### src/rtl/instr_encoder_loader.sv
// Encodes structured RISC-V requests (lw, sw, add/sub/and/or/slt, beq) into
// 32-bit words and writes them sequentially into instruction memory.
module instr_encoder_loader #(
  parameter int unsigned ADDR_WIDTH = 6,
  parameter int unsigned BASE_ADDR  = 0
) (
  input  logic                  clk,
  input  logic                  rst,
  input  logic                  start,
  input  logic                  in_valid,
  output logic                  in_ready,
  input  logic [2:0]            in_kind,
  input  logic [2:0]            in_alu,
  input  logic [4:0]            in_rd,
  input  logic [4:0]            in_rs1,
  input  logic [4:0]            in_rs2,
  input  logic [12:0]           in_imm,
  input  logic                  in_last,
  output logic                  imem_we,
  output logic [ADDR_WIDTH-1:0] imem_addr,
  output logic [31:0]           imem_wdata,
  output logic [ADDR_WIDTH:0]   count,
  output logic                  done,
  output logic                  full,
  output logic                  error,
  output logic [1:0]            err_code
);

  localparam int unsigned DEPTH = 2 ** ADDR_WIDTH;
  localparam int unsigned CW    = ADDR_WIDTH + 1;

  localparam logic [6:0] OP_LOAD   = 7'b0000011;
  localparam logic [6:0] OP_STORE  = 7'b0100011;
  localparam logic [6:0] OP_RTYPE  = 7'b0110011;
  localparam logic [6:0] OP_BRANCH = 7'b1100011;

  localparam logic [1:0] ERR_NONE    = 2'b00;
  localparam logic [1:0] ERR_ILLEGAL = 2'b01;
  localparam logic [1:0] ERR_RANGE   = 2'b10;
  localparam logic [1:0] ERR_ODD     = 2'b11;

  typedef enum logic [1:0] {IDLE, LOAD, DONE} state_t;

  state_t                state_q, state_d;
  logic [ADDR_WIDTH-1:0] ptr_q, ptr_d;
  logic                  ready_d, we_d, done_d, full_d, error_d;
  logic [ADDR_WIDTH-1:0] addr_d;
  logic [31:0]           wdata_d;
  logic [CW-1:0]         count_d;
  logic [1:0]            err_code_d;

  logic [31:0] word_c;
  logic [1:0]  reject_c;
  logic [6:0]  funct7_c;
  logic [2:0]  funct3_c;

  // Instruction encoder; reject_c is non-zero when the request must be dropped
  always_comb begin
    word_c   = 32'd0;
    reject_c = ERR_NONE;
    funct7_c = 7'b0000000;
    funct3_c = 3'b000;
    case (in_kind)
      3'b000: begin
        word_c = {in_imm[11:0], in_rs1, 3'b010, in_rd, OP_LOAD};
        if (in_imm[12] != in_imm[11]) reject_c = ERR_RANGE;
      end
      3'b001: begin
        word_c = {in_imm[11:5], in_rs2, in_rs1, 3'b010, in_imm[4:0], OP_STORE};
        if (in_imm[12] != in_imm[11]) reject_c = ERR_RANGE;
      end
      3'b010: begin
        case (in_alu)
          3'b000:  begin funct7_c = 7'b0000000; funct3_c = 3'b000; end
          3'b001:  begin funct7_c = 7'b0100000; funct3_c = 3'b000; end
          3'b010:  begin funct7_c = 7'b0000000; funct3_c = 3'b111; end
          3'b011:  begin funct7_c = 7'b0000000; funct3_c = 3'b110; end
          3'b100:  begin funct7_c = 7'b0000000; funct3_c = 3'b010; end
          default: reject_c = ERR_ILLEGAL;
        endcase
        word_c = {funct7_c, in_rs2, in_rs1, funct3_c, in_rd, OP_RTYPE};
      end
      3'b011: begin
        word_c = {in_imm[12], in_imm[10:5], in_rs2, in_rs1, 3'b000,
                  in_imm[4:1], in_imm[11], OP_BRANCH};
        if (in_imm[0]) reject_c = ERR_ODD;
      end
      default: reject_c = ERR_ILLEGAL;
    endcase
  end

  // Next-state and next-output logic
  always_comb begin
    state_d    = state_q;
    ptr_d      = ptr_q;
    we_d       = 1'b0;
    addr_d     = imem_addr;
    wdata_d    = imem_wdata;
    count_d    = count;
    done_d     = done;
    full_d     = full;
    error_d    = error;
    err_code_d = err_code;
    case (state_q)
      IDLE, DONE: begin
        if (start) begin
          state_d    = LOAD;
          ptr_d      = ADDR_WIDTH'(BASE_ADDR);
          count_d    = '0;
          done_d     = 1'b0;
          full_d     = 1'b0;
          error_d    = 1'b0;
          err_code_d = ERR_NONE;
        end
      end
      LOAD: begin
        if (in_valid) begin
          if (reject_c == ERR_NONE) begin
            we_d    = 1'b1;
            addr_d  = ptr_q;
            wdata_d = word_c;
            ptr_d   = ptr_q + ADDR_WIDTH'(1);
            count_d = count + CW'(1);
          end else begin
            error_d = 1'b1;
            if (!error) err_code_d = reject_c;
          end
          if (in_last) begin
            state_d = DONE;
            done_d  = 1'b1;
          end
          // The DEPTH-th write always ends the session
          if (reject_c == ERR_NONE && count == CW'(DEPTH - 1)) begin
            state_d = DONE;
            done_d  = 1'b1;
            full_d  = 1'b1;
          end
        end
      end
      default: state_d = IDLE;
    endcase
    ready_d = (state_d == LOAD);
  end

  always_ff @(posedge clk) begin
    if (rst) begin
      state_q    <= IDLE;
      ptr_q      <= ADDR_WIDTH'(BASE_ADDR);
      in_ready   <= 1'b0;
      imem_we    <= 1'b0;
      imem_addr  <= ADDR_WIDTH'(BASE_ADDR);
      imem_wdata <= 32'd0;
      count      <= '0;
      done       <= 1'b0;
      full       <= 1'b0;
      error      <= 1'b0;
      err_code   <= ERR_NONE;
    end else begin
      state_q    <= state_d;
      ptr_q      <= ptr_d;
      in_ready   <= ready_d;
      imem_we    <= we_d;
      imem_addr  <= addr_d;
      imem_wdata <= wdata_d;
      count      <= count_d;
      done       <= done_d;
      full       <= full_d;
      error      <= error_d;
      err_code   <= err_code_d;
    end
  end

endmodule

### config.mk
export PLATFORM = sky130hd
export DESIGN_NAME = instr_encoder_loader
export DESIGN_NICKNAME = d
export VERILOG_FILES = /design/src/rtl/instr_encoder_loader.sv
export SDC_FILE = /design/constraint.sdc
export NUM_CORES = 1
export LEC_CHECK = 0
export ABC_CLOCK_PERIOD_IN_PS = 2400
export BUFFER_PORTS_ARGS = -buffer_cell sky130_fd_sc_hd__buf_2
export CAP_MARGIN = 10
export CORE_UTILIZATION = 51
export CTS_CLUSTER_SIZE = 30
export DETAILED_ROUTE_END_ITERATION = 12
export PLACE_DENSITY = 0.8
export RECOVER_POWER = 50
export SETUP_SLACK_MARGIN = 0.4
export SYNTH_ARGS = -nofsm -noshare
export SYNTH_HDL_FRONTEND = slang
export SYNTH_SLANG_ARGS = --single-unit
### constraint.sdc
create_clock -name clk -period 2.4 [get_ports clk]
set_clock_uncertainty 0.05 [all_clocks]
set_input_delay 0.48 -clock clk [delete_from_list [all_inputs] [get_ports clk]]
set_output_delay 0.48 -clock clk [all_outputs]
set_load 0.02 [all_outputs]
==> results.toml <==
[run_status]
status = "finished, final reports clean"

[critical_path]
critPathLaunchType = "input port"
cp_cell_sequence = "buf_2, a21boi_0, a211o_1, buf_4, nand2_1, o41ai_1"
path_depth = 6
worst_ep_required_time_ps = 2570
critical_path.max_fanout = 17
crit_family = "compound AO/OA/AOI/OAI gates"
critPathBufInv = 2
max_stage_delay_ps = 450
cp.arrival_ps = 2080
ff2ff_path_depth = 5
slowest_stage = "a21boi_0"
crit_type = "input port to flip-flop"
cp-end-kind = "flip-flop"

[floorplanning]
die-area_um2 = 5831
io_pins = 91
chipWidth_um = 76.36
rows = 26
coreArea_um2 = 5205
die_h_um = 76.36
start_util = 0.5418

[place]
dp_slack_ps = 251.5
placed_area_um2 = 3282
place_congestion = 0.7892
hpwl_mm = 5.131
port_buffers = 88

[clock_network]
cts_root_buffer = "clkbuf_8"
cts_sinks = 57
cts-buffers-inserted = 9
cts.htree.levels = 3
clkLatencyLatePin_ps = 330
clk_path_buf_depth = 2
ctsHoldBuffers = 0
cts_tree = "yes"
clk_pin_slew_ps = 60
post-cts-setup-buffer-count = 0
cts_resized = 0

[layout]
final_common_cell = "dfxtp_1"
insertedDiodeCount = 0
layout-drive-gt1-share = 0.1866
nets = 440
fill_cells = 467
design_area_um2 = 3368
syn2layout_area_growth_pct = 19.43
final_cell_mix = "dfxtp_1, clkbuf_1, a21oi_1"
fin_util = 0.6471

[route]
drcViolationCount = 0
first_pass_iters = 4
first_iter_violations = 241
ant_nets = 0
via_per_inst = 5.985
drt_wl_total_mm = 7.447
post_drt_wl_per_cell_um = 15.78
vias = 2825

[global_routing]
grt_pass1_vias = 2480
grt_max_degree = 38
antenna_found_initial = 0
grt-ovfl-total = 0
gr-usage-all-layers = 0.2613
grt_pass1_wl_mm = 12.16

[logic_synthesis]
synthArstFlopShare = 0
synth_cell_types = 51
synth-warning-count = 0
synth-edff-count = 0
ys_seq_elements = 57
syn-cell-area_um2 = 2820
syn_inst = 322
synth_area_per_cell_um2 = 8.758
ys.flop_type = "dfxtp_1"
seq_area_frac_synth = 0.4046

[timing]
setup_viol = 0
slew_headroom = 0.5390
grt_setup_unrepaired = "no"
period_share = 0.7950
fin_tns_setup_ps = 0
final_max_slew_viol_count = 0
worst_pin_slew_ps = 690.1
min_period_ps = 1908
max_freq_mhz = 524.1
setup_ws_ps = 492.0
hold_viol_final = 0

[worst_hold_path]
holdPathStages = 3
min_path_type = "input port to flip-flop"

[pwr]
cellPowerDensity_nw_per_um2 = 598.7
vdd.ir_drop.worst_mv = 0.3944
p_leak_uw = 0.001207

[job]
drv_cap = 0
## stage by stage
stage	std cells	total power, uW	hold slack (ps)
detailed placement	458	1328	404.9
finish	472	2017	344.6
global route	472	2109	342.9
floorplan	323	1224	393.6
CTS	472	2035	334.8
global placement	458	1322	400.7
## layout make-up
cell class / count / area, um2 / area share
Clock inverter: 5 / 25.02 / 0.007429
Sequential cell: 57 / 1141 / 0.3388
Inverter: 5 / 18.77 / 0.005572
Tap cell: 70 / 87.58 / 0.02600
Multi-Input combinational cell: 227 / 1499 / 0.4450
Timing Repair Buffer: 99 / 473.0 / 0.1404
Clock buffer: 9 / 123.9 / 0.03678
## flip-flops by register name, indices dropped and copies added, names as in the netlist
| signal | cells |
|---|---|
| in_ready | 1 |
| count | 7 |
| ptr_q | 6 |
| done | 1 |
| error | 1 |
| state_q | 2 |
| err_code | 2 |
| imem_wdata | 29 |
| imem_addr | 6 |
| full | 1 |
| imem_we | 1 |
## worst register-to-register path: cells and delay by family, from the launching register on
kind	cells	cell delay (ps)
flip-flops	1	390
buffers and inverters	1	240
AO/OA/AOI/OAI	2	530
AND/OR/NAND/NOR	2	620
## cells by family (layout without fill, tap and decap cells)
kind of cell               Yosys count  count (layout)  share of synthesized area
AOI/OAI and AO/OA                  106             106                     0.2582
buffers and inverters               39             118                    0.06787
adders and majority gates            2               2                   0.008872
other                                1               2                   0.001330
DFF                                 57              57                     0.4046
and+or+nand+nor                    101             101                     0.2019
xor gates and xnor gates             1               1                   0.003106
muxes                               15              15                    0.05412
## metal layers
layer	vias up	routed length (um)	track usage
li1	1360	-	-
met1	1327	3406	0.3619
met2	125	3370	0.3937
met3	13	548	0.06108
met4	0	123	0.09808
met5	-	0	0
## cell usage after synthesis (2+ instances only)
cell,number,area (um2)
nor3b_1,2,15.01
o31ai_1,26,195.2
a21oi_1,42,210.2
and3_1,3,18.77
a211oi_1,2,15.01
mux2i_1,13,130.1
buf_4,9,67.56
buf_2,9,45.04
nor2_1,14,52.55
or3_1,4,25.02
a31oi_1,2,12.51
o21a_1,3,22.52
ha_1,2,25.02
inv_1,4,15.01
mux2_2,2,22.52
or4b_1,4,40.04
nor2b_1,3,18.77
clkbuf_1,16,60.06
nand4_1,8,50.05
o41ai_1,6,52.55
nand3_1,24,120.1
nand4b_1,4,35.03
nor3_1,5,25.02
nand2_1,16,60.06
dfxtp_1,57,1141
a221o_1,2,20.02
nand2b_1,2,12.51
a311oi_1,6,52.55
nand3b_1,3,22.52
o21ai_0,8,40.04
## power by group
part / internal, uW / switching, uW / total [uW] / leakage [uW]
Combinational: 107 / 215 / 322 / 0.000662
Sequential: 970 / 15.5 / 985 / 0.000461
Clock: 352 / 357 / 709 / 0.0000843
Total: 1430 / 588 / 2020 / 0.00121
## final timing paths
path               startpoint        endpoint  slack [ps]
setup / recovery   in_kind[1]  imem_wdata[13]         490
hold / removal      in_rs1[2]  imem_wdata[17]         340
setup reg to reg   state_q[0]        count[4]         510
hold reg to reg   err_code[0]     err_code[0]         420
(Power assumes the default switching activity.)
